--- src/rtl/dqpsk_frame_ctrl_if.sv ---
// dqpsk_frame_ctrl_if: payload byte source handshake (valid / one-cycle ready strobe).
interface dqpsk_frame_ctrl_if;
    logic [7:0] byte_data;
    logic       byte_valid;
    logic       byte_ready;
    modport master (output byte_data, byte_valid, input byte_ready);
    modport slave  (input byte_data, byte_valid, output byte_ready);
endinterface

--- src/rtl/dqpsk_frame_ctrl.sv ---
// dqpsk_frame_ctrl: DQPSK burst scheduler emitting preamble, sync, payload and tail bits to the encoder.
// Optional payload scrambler (x^7+x^4+1) enabled by defining DQPSK_SCRAMBLER_EN.
module dqpsk_frame_ctrl #(
    parameter int          CLKS_PER_BIT = 4,
    parameter int          PRE_BITS     = 32,
    parameter logic [15:0] SYNC_WORD    = 16'hE5B1,
    parameter int          TAIL_BITS    = 8
) (
    input  logic               clk,
    input  logic               rst,
    input  logic               start,
    input  logic [7:0]         frame_len,
    dqpsk_frame_ctrl_if.slave  bus,
    output logic               din,
    output logic               enc_rst,
    output logic               tx_en,
    output logic               busy,
    output logic               done,
    output logic               underrun
);
    localparam int PW = (CLKS_PER_BIT > 2) ? $clog2(CLKS_PER_BIT) : 1;
    typedef enum logic [2:0] {IDLE, ALIGN, PRE, SYNC, PAY, TAIL} state_t;
    state_t        st;
    logic [PW-1:0] ph;
    logic [7:0]    bc, nb, len, buf_q, sr;
    logic          al, wrap, last_byte, fetch, pay_adv, pay_raw, pay_bit;
    assign wrap      = ph == PW'(CLKS_PER_BIT - 1);
    assign last_byte = nb == len - 8'd1;
    assign fetch     = (st == SYNC && bc == 8'd15) || (st == PAY && bc == 8'd7 && !last_byte);
    assign bus.byte_ready = fetch && ph == PW'(CLKS_PER_BIT - 2);
    // Every payload bit that is loaded onto din, including the first one leaving SYNC.
    assign pay_adv   = wrap && ((st == SYNC && bc == 8'd15) || (st == PAY && !(bc == 8'd7 && last_byte)));
    assign pay_raw   = (st == SYNC || bc == 8'd7) ? buf_q[7] : sr[6];
`ifdef DQPSK_SCRAMBLER_EN
    logic [6:0] lfsr;
    logic       sbit;
    assign sbit    = lfsr[6] ^ lfsr[3];
    assign pay_bit = pay_raw ^ sbit;
    always_ff @(posedge clk or negedge rst) begin
        if (!rst) lfsr <= '0;
        else if (st == ALIGN) lfsr <= 7'h7F;
        else if (pay_adv) lfsr <= {lfsr[5:0], sbit};
    end
`else
    assign pay_bit = pay_raw;
`endif
    always_ff @(posedge clk or negedge rst) begin
        if (!rst) begin
            st       <= IDLE;
            ph       <= '0;
            bc       <= '0;
            nb       <= '0;
            len      <= '0;
            buf_q    <= '0;
            sr       <= '0;
            al       <= 1'b0;
            din      <= 1'b0;
            enc_rst  <= 1'b0;
            tx_en    <= 1'b0;
            busy     <= 1'b0;
            done     <= 1'b0;
            underrun <= 1'b0;
        end else begin
            done <= 1'b0;
            if (bus.byte_ready) begin
                buf_q <= bus.byte_valid ? bus.byte_data : 8'h00;
                if (!bus.byte_valid) underrun <= 1'b1;
            end
            case (st)
                IDLE: if (start && frame_len != 8'd0) begin
                    st       <= ALIGN;
                    len      <= frame_len;
                    underrun <= 1'b0;
                    enc_rst  <= 1'b1;
                    busy     <= 1'b1;
                    al       <= 1'b0;
                end
                ALIGN: begin
                    enc_rst <= 1'b0;
                    al      <= 1'b1;
                    if (al) begin
                        st    <= PRE;
                        din   <= 1'b1;
                        tx_en <= 1'b1;
                        ph    <= '0;
                        bc    <= '0;
                        nb    <= '0;
                    end
                end
                default: begin
                    ph <= wrap ? '0 : ph + 1'b1;
                    if (wrap) begin
                        bc <= bc + 8'd1;
                        case (st)
                            PRE: if (bc == 8'(PRE_BITS - 1)) begin
                                st  <= SYNC;
                                bc  <= '0;
                                din <= SYNC_WORD[15];
                            end else din <= ~din;
                            SYNC: if (bc == 8'd15) begin
                                st  <= PAY;
                                bc  <= '0;
                                sr  <= buf_q;
                                din <= pay_bit;
                            end else din <= SYNC_WORD[4'd14 - bc[3:0]];
                            PAY: if (bc == 8'd7) begin
                                bc <= '0;
                                nb <= nb + 8'd1;
                                if (last_byte) begin
                                    st  <= TAIL;
                                    din <= 1'b0;
                                end else begin
                                    sr  <= buf_q;
                                    din <= pay_bit;
                                end
                            end else begin
                                sr  <= sr << 1;
                                din <= pay_bit;
                            end
                            TAIL: begin
                                din <= 1'b0;
                                if (bc == 8'(TAIL_BITS - 1)) begin
                                    st    <= IDLE;
                                    bc    <= '0;
                                    tx_en <= 1'b0;
                                    busy  <= 1'b0;
                                    done  <= 1'b1;
                                end
                            end
                            default: st <= IDLE;
                        endcase
                    end
                end
            endcase
        end
    end
endmodule

--- src/flat_wrapper.sv ---
// flat-port wrapper written by rule: the top's interface ports become plain ports
module dqpsk_frame_ctrl_flat 
#(
    parameter int          CLKS_PER_BIT = 4,
    parameter int          PRE_BITS     = 32,
    parameter logic [15:0] SYNC_WORD    = 16'hE5B1,
    parameter int          TAIL_BITS    = 8
)
  (clk, rst, start, frame_len, din, enc_rst, tx_en, busy, done, underrun, bus_byte_data, bus_byte_valid, bus_byte_ready);
  dqpsk_frame_ctrl_if bus_i ();
  input  logic clk;
  input  logic rst;
  input  logic start;
  input  logic [7:0] frame_len;
  output logic din;
  output logic enc_rst;
  output logic tx_en;
  output logic busy;
  output logic done;
  output logic underrun;
  input wire logic [$bits(bus_i.byte_data)-1:0] bus_byte_data;
  input wire logic [$bits(bus_i.byte_valid)-1:0] bus_byte_valid;
  output wire logic [$bits(bus_i.byte_ready)-1:0] bus_byte_ready;
  assign bus_i.byte_data = bus_byte_data;
  assign bus_i.byte_valid = bus_byte_valid;
  assign bus_byte_ready = bus_i.byte_ready;
  dqpsk_frame_ctrl #(.CLKS_PER_BIT(CLKS_PER_BIT), .PRE_BITS(PRE_BITS), .SYNC_WORD(SYNC_WORD), .TAIL_BITS(TAIL_BITS)) u_core (.clk(clk), .rst(rst), .start(start), .frame_len(frame_len), .bus(bus_i), .din(din), .enc_rst(enc_rst), .tx_en(tx_en), .busy(busy), .done(done), .underrun(underrun));
endmodule
--- config.mk ---
export PLATFORM = sky130hd
export DESIGN_NAME = dqpsk_frame_ctrl_flat
export DESIGN_NICKNAME = d
export VERILOG_FILES = /design/src/rtl/dqpsk_frame_ctrl_if.sv /design/src/rtl/dqpsk_frame_ctrl.sv /design/src/flat_wrapper.sv
export SDC_FILE = /design/constraint.sdc
export NUM_CORES = 1
export LEC_CHECK = 0
export CORE_UTILIZATION = 50
export DETAILED_ROUTE_END_ITERATION = 12
export GPL_TIMING_DRIVEN = 1
export PLACE_DENSITY = 0.73
export SLEW_MARGIN = 10
export SYNTH_ARGS = -nofsm -noshare
export SYNTH_HDL_FRONTEND = slang
export SYNTH_SLANG_ARGS = --single-unit
export TNS_END_PERCENT = 100
--- constraint.sdc ---
create_clock -name clk -period 2.64 [get_ports clk]
set_input_delay 0.792 -clock clk [delete_from_list [all_inputs] [get_ports clk]]
set_output_delay 0.792 -clock clk [all_outputs]
set_load 0.02 [all_outputs]
==> parameters.txt <==
Parameter                              Value

CTS
  CTS H-tree lvls    2
  Clk sinks    51
  Clock tree root buffer cell    sky130_fd_sc_hd__clkbuf_8
  Hold bufs inserted after CTS    0
  CTS tree    yes
  Clock-pin transition on the worst setup and hold timing paths    0.10 ns
  Clock buffer count from CTS    5
  Max clock buf depth    2
  Source-to-sink clock delay at the later pin of the worst-skew pair    0.31 ns

Detailed routing
  Antenna violation net count after detailed routing    0
  Highest metal used    met4
  Detail Route met2 WL    3.86 mm
  Detailed Route Iter0 Violations    125
  Final routed DRC violation total    0
  Post-Route WL    7.58 mm
  Via total after detailed routing    2708
  First-pass iteration count of the detailed router    4
  Drt wl/cell    16.0 µm
  Routed vias/inst    5.73
  Met3 wirelength from detailed routing    297 µm
  Post-Route M1 WL    3.22 mm

Cells and area
  Area occupied by registers    1280 µm²
  P&R area growth vs syn    27.7%
  Design Area, Final    3950 µm²
  Antenna diodes    0
  Ratio of cells with drive above 1 in the final layout    0.251
  Fin nets    424
  Fill cells    472
  Area of the multi-input gates    1730 µm²

Logic synthesis
  Synth Area in Compound Gates    0.153
  Cell taking the most area after synthesis    sky130_fd_sc_hd__dfrtp_1
  Multiplexer area fraction after synthesis    0.119
  Number of synthesized register bits    51
  Async set-or-reset flop fraction in the synthesized netlist    1.00
  Area of the mapped netlist    3090 µm²
  Unique cell type count in the Yosys netlist    57
  Parity-gate share of the synthesized area counting xor and xnor cells    0.0481
  Fraction of the mapped netlist area in adder cells    0.0243
  Cell count after synthesis    327
  Syn Area/Cell    9.46 µm²
  Number of enable-type register cells in the synthesized netlist    0
  Total nets after synthesis    353
  Simple-gate share of the synthesized area    0.194
  Main combinational cell family by area after synthesis    simple AND/OR/NAND/NOR gates
  Area fraction of the dominant cell type after synthesis    0.412
  Number of warnings printed during yosys synthesis    0
  Biggest area contributors in the synthesized netlist    sky130_fd_sc_hd__dfrtp_1 (41%), sky130_fd_sc_hd__mux2_2 (5.5%), sky130_fd_sc_hd__nand2_1 (3.9%)
  Most used flip-flop cell after synthesis    sky130_fd_sc_hd__dfrtp_1
  Seq/Total Area, Yosys    0.412

Timing
  Final critical-path required period    3.18 ns
  Slew of the pin with the lowest slew margin    0.512 ns
  Setup repair after global routing missed its margin    true
  Peak Freq    314 MHz
  Number of setup violations in the final report    7
  Worst rel slew slack    0.659
  Smallest setup slack after layout    -0.544 ns
  Post-Route Skew    0.0128 ns
  Final-report max-slew violation count    0
  Portion of the clock cycle consumed by the worst path in the final layout    1.21
  Hold Fails Final Rpt    0

Placement
  RePlAce Congestion    0.863
  Detailed-placement wirelength estimate    5.54 mm
  Total cell area at the placement stage    3790 µm²
  Post-placement worst setup slack    -0.604 ns
  Total of buffers placed on input and output ports    26

Setup path
  Library cell appearing most often on the critical path    sky130_fd_sc_hd__or3_4
  Capture instance of the worst register-to-register path    u_core.sr[3]
  Critical Path End Type    primary output
  Crit path max fanout    4
  Crit Path Category    reg2out
  Arrival @ worst endpoint    2.39 ns
  Critical Path Start Type    register
  FF-to-FF path depth    7
  Family with the most delay on the worst path    simple AND/OR/NAND/NOR gates
  CP max-delay cell    sky130_fd_sc_hd__dfrtp_1
  Number of buffers and inverters on the critical path    1
  R2R Path Start    u_core.len[2]
  Highest cell delay on the worst timing path    0.45 ns
  Register-to-Register Setup Slack    -0.07 ns
  Critical path, cell by cell    or3_4 -> or3_4 -> a2111oi_4 -> o2111ai_2 -> a21oi_2 -> nor2b_2 -> buf_6
  Data required time of the worst path    1.85 ns

Floorplanning
  Number of I/O pins    27
  Width of the chip    80.7 µm
  Height of the die    80.7 µm
  Effective utilization at floorplan    0.520
  Die area    6510 µm²
  Core footprint    5960 µm²
  Cell row count    28

Worst hold path
  Path type of the worst min-delay path    in2async

Status
  Outcome    complete, but fails checks
  Violated checks    setup timing

Flow run
  Reported max-cap violation count    0

Power
  Total power    1280 µW
  Static Leak    0.00184 µW
  Worst VDD drop    0.000252 V
  PD cells    324 nW/µm²

GRT
  Antenna violations before repair    0
  Via count of the first global-routing pass    2686
  Global router's overall resource usage    0.250
  Global-route wire length before repair    12.3 mm
  Global-route congestion overflow total    0
  Largest net degree at the start of global routing    32
==> registers in the layout, indices dropped and copies added (netlist names) <==
| signal | cells |
|---|---|
| u_core.underrun | 1 |
| u_core.tx_en | 1 |
| u_core.nb | 8 |
| u_core.enc_rst | 1 |
| u_core.done | 1 |
| u_core.ph | 2 |
| u_core.st | 3 |
| u_core.din | 1 |
| u_core.len | 8 |
| u_core.al | 1 |
| u_core.bc | 8 |
| u_core.busy | 1 |
| u_core.sr | 7 |
| u_core.buf_q | 8 |
==> synthesized netlist by cell type (2+ instances only) <==
| master | instances |
|---|---|
| sky130_fd_sc_hd__dfrtp_1 | 51 |
| sky130_fd_sc_hd__nand3_1 | 14 |
| sky130_fd_sc_hd__nor4_1 | 3 |
| sky130_fd_sc_hd__a31o_2 | 2 |
| sky130_fd_sc_hd__mux2i_1 | 11 |
| sky130_fd_sc_hd__or2_2 | 2 |
| sky130_fd_sc_hd__mux2_2 | 15 |
| sky130_fd_sc_hd__o22ai_1 | 4 |
| sky130_fd_sc_hd__mux2_4 | 6 |
| sky130_fd_sc_hd__clkbuf_1 | 12 |
| sky130_fd_sc_hd__nor2_1 | 15 |
| sky130_fd_sc_hd__nand2b_1 | 3 |
| sky130_fd_sc_hd__a31oi_1 | 2 |
| sky130_fd_sc_hd__ha_1 | 6 |
| sky130_fd_sc_hd__or4_1 | 3 |
| sky130_fd_sc_hd__a22o_1 | 2 |
| sky130_fd_sc_hd__a22oi_1 | 2 |
| sky130_fd_sc_hd__a21oi_1 | 18 |
| sky130_fd_sc_hd__nor3b_1 | 3 |
| sky130_fd_sc_hd__nand4_1 | 6 |
| sky130_fd_sc_hd__and2_1 | 4 |
| sky130_fd_sc_hd__and3_1 | 4 |
| sky130_fd_sc_hd__buf_1 | 3 |
| sky130_fd_sc_hd__xnor2_1 | 6 |
| sky130_fd_sc_hd__a211o_1 | 3 |
| sky130_fd_sc_hd__xor2_1 | 11 |
| sky130_fd_sc_hd__o21ai_0 | 15 |
| sky130_fd_sc_hd__nor2b_1 | 7 |
| sky130_fd_sc_hd__nor3_1 | 11 |
| sky130_fd_sc_hd__inv_1 | 21 |
| sky130_fd_sc_hd__nand2_1 | 32 |
| sky130_fd_sc_hd__o31ai_1 | 3 |
| sky130_fd_sc_hd__a21o_1 | 3 |
==> area by class of cell <==
class / count / share of cell area
clock inverters: 2 / 0.00348
inverters: 21 / 0.0199
multi-input cells: 238 / 0.437
repair buffers: 81 / 0.176
clock buffers: 5 / 0.0174
flip-flops and latches: 51 / 0.323
well taps: 75 / 0.0237
==> timing repair <==
item	CTS	global route
buffers inserted	3	2
resized for setup	6	9
pin swaps	3	6
setup endpoints to repair	7	20
==> power breakdown <==
part,internal (µW),switching (µW),leakage [µW],total [µW]
Combinational,35.1,27.0,0.00116,62.1
Clock,182,257,0.0000440,439
Sequential,780,0,0.000635,780
==> placed cells by master (no fill, tap or decap), drive strengths merged, types with 4 or more instances in the layout <==
cell type | netlist | layout
clkbuf | 12 | 5
mux2i | 11 | 11
a21oi | 18 | 18
inv | 21 | 21
ha | 6 | 6
nand4 | 6 | 6
nor2 | 15 | 15
clkdlybuf4s50 | 0 | 24
nand3 | 14 | 14
o22ai | 4 | 4
and2 | 4 | 4
dfrtp | 51 | 51
o21ai | 15 | 15
and3 | 4 | 4
nand2 | 32 | 32
nor2b | 7 | 7
nor3 | 11 | 11
xnor2 | 6 | 6
xor2 | 11 | 11
mux2 | 21 | 21
buf | 5 | 57
==> cells by family after synthesis <==
logic type      count (synthesis)
fa+ha+maj                       6
compound gates                 68
simple gates                  115
xor+xnor                       17
flops                          51
mux                            32
buf+inv                        38
==> through the flow <==
step                      std cells  hold slack [ns]  setup TNS (ns)  utilization
after floorplan                 327            0.478          -0.127            -
after global placement          462            0.458           -2.67        0.636
after detailed placement        462            0.482           -3.04        0.636
after CTS                       472            0.452          -0.954        0.654
after global routing            473            0.469           -1.40        0.663
final                           473            0.439          -0.966        0.663
==> worst reg2reg max path: cells and delay by family, from the launching register on <==
family | cells | cell delay [ns]
buffers and inverters | 1 | 0.20
and+or+nand+nor | 2 | 0.74
AOI/OAI and AO/OA | 3 | 0.89
muxes | 1 | 0.32
DFF | 1 | 0.45
==> per-layer routing <==
layer | global-route usage | up-vias
li1 | - | 1307
met1 | 0.301 | 1316
met2 | 0.445 | 67
met3 | 0.0398 | 18
met4 | 0.0893 | 0
met5 | 0 | -
==> worst max-delay path by stage <==
stage                       start             end  slack (ns)  cells past startpoint
global placement    u_core.len[4]  bus_byte_ready       -0.55                      7
global route        u_core.len[2]  bus_byte_ready       -0.63                      7
detailed placement  u_core.len[4]  bus_byte_ready       -0.60                      7
finish              u_core.len[2]  bus_byte_ready       -0.54                      7
floorplan           u_core.len[2]  bus_byte_ready       -0.13                      7
CTS                 u_core.len[4]  bus_byte_ready       -0.58                      7
Power figures use the tool's default switching activity.
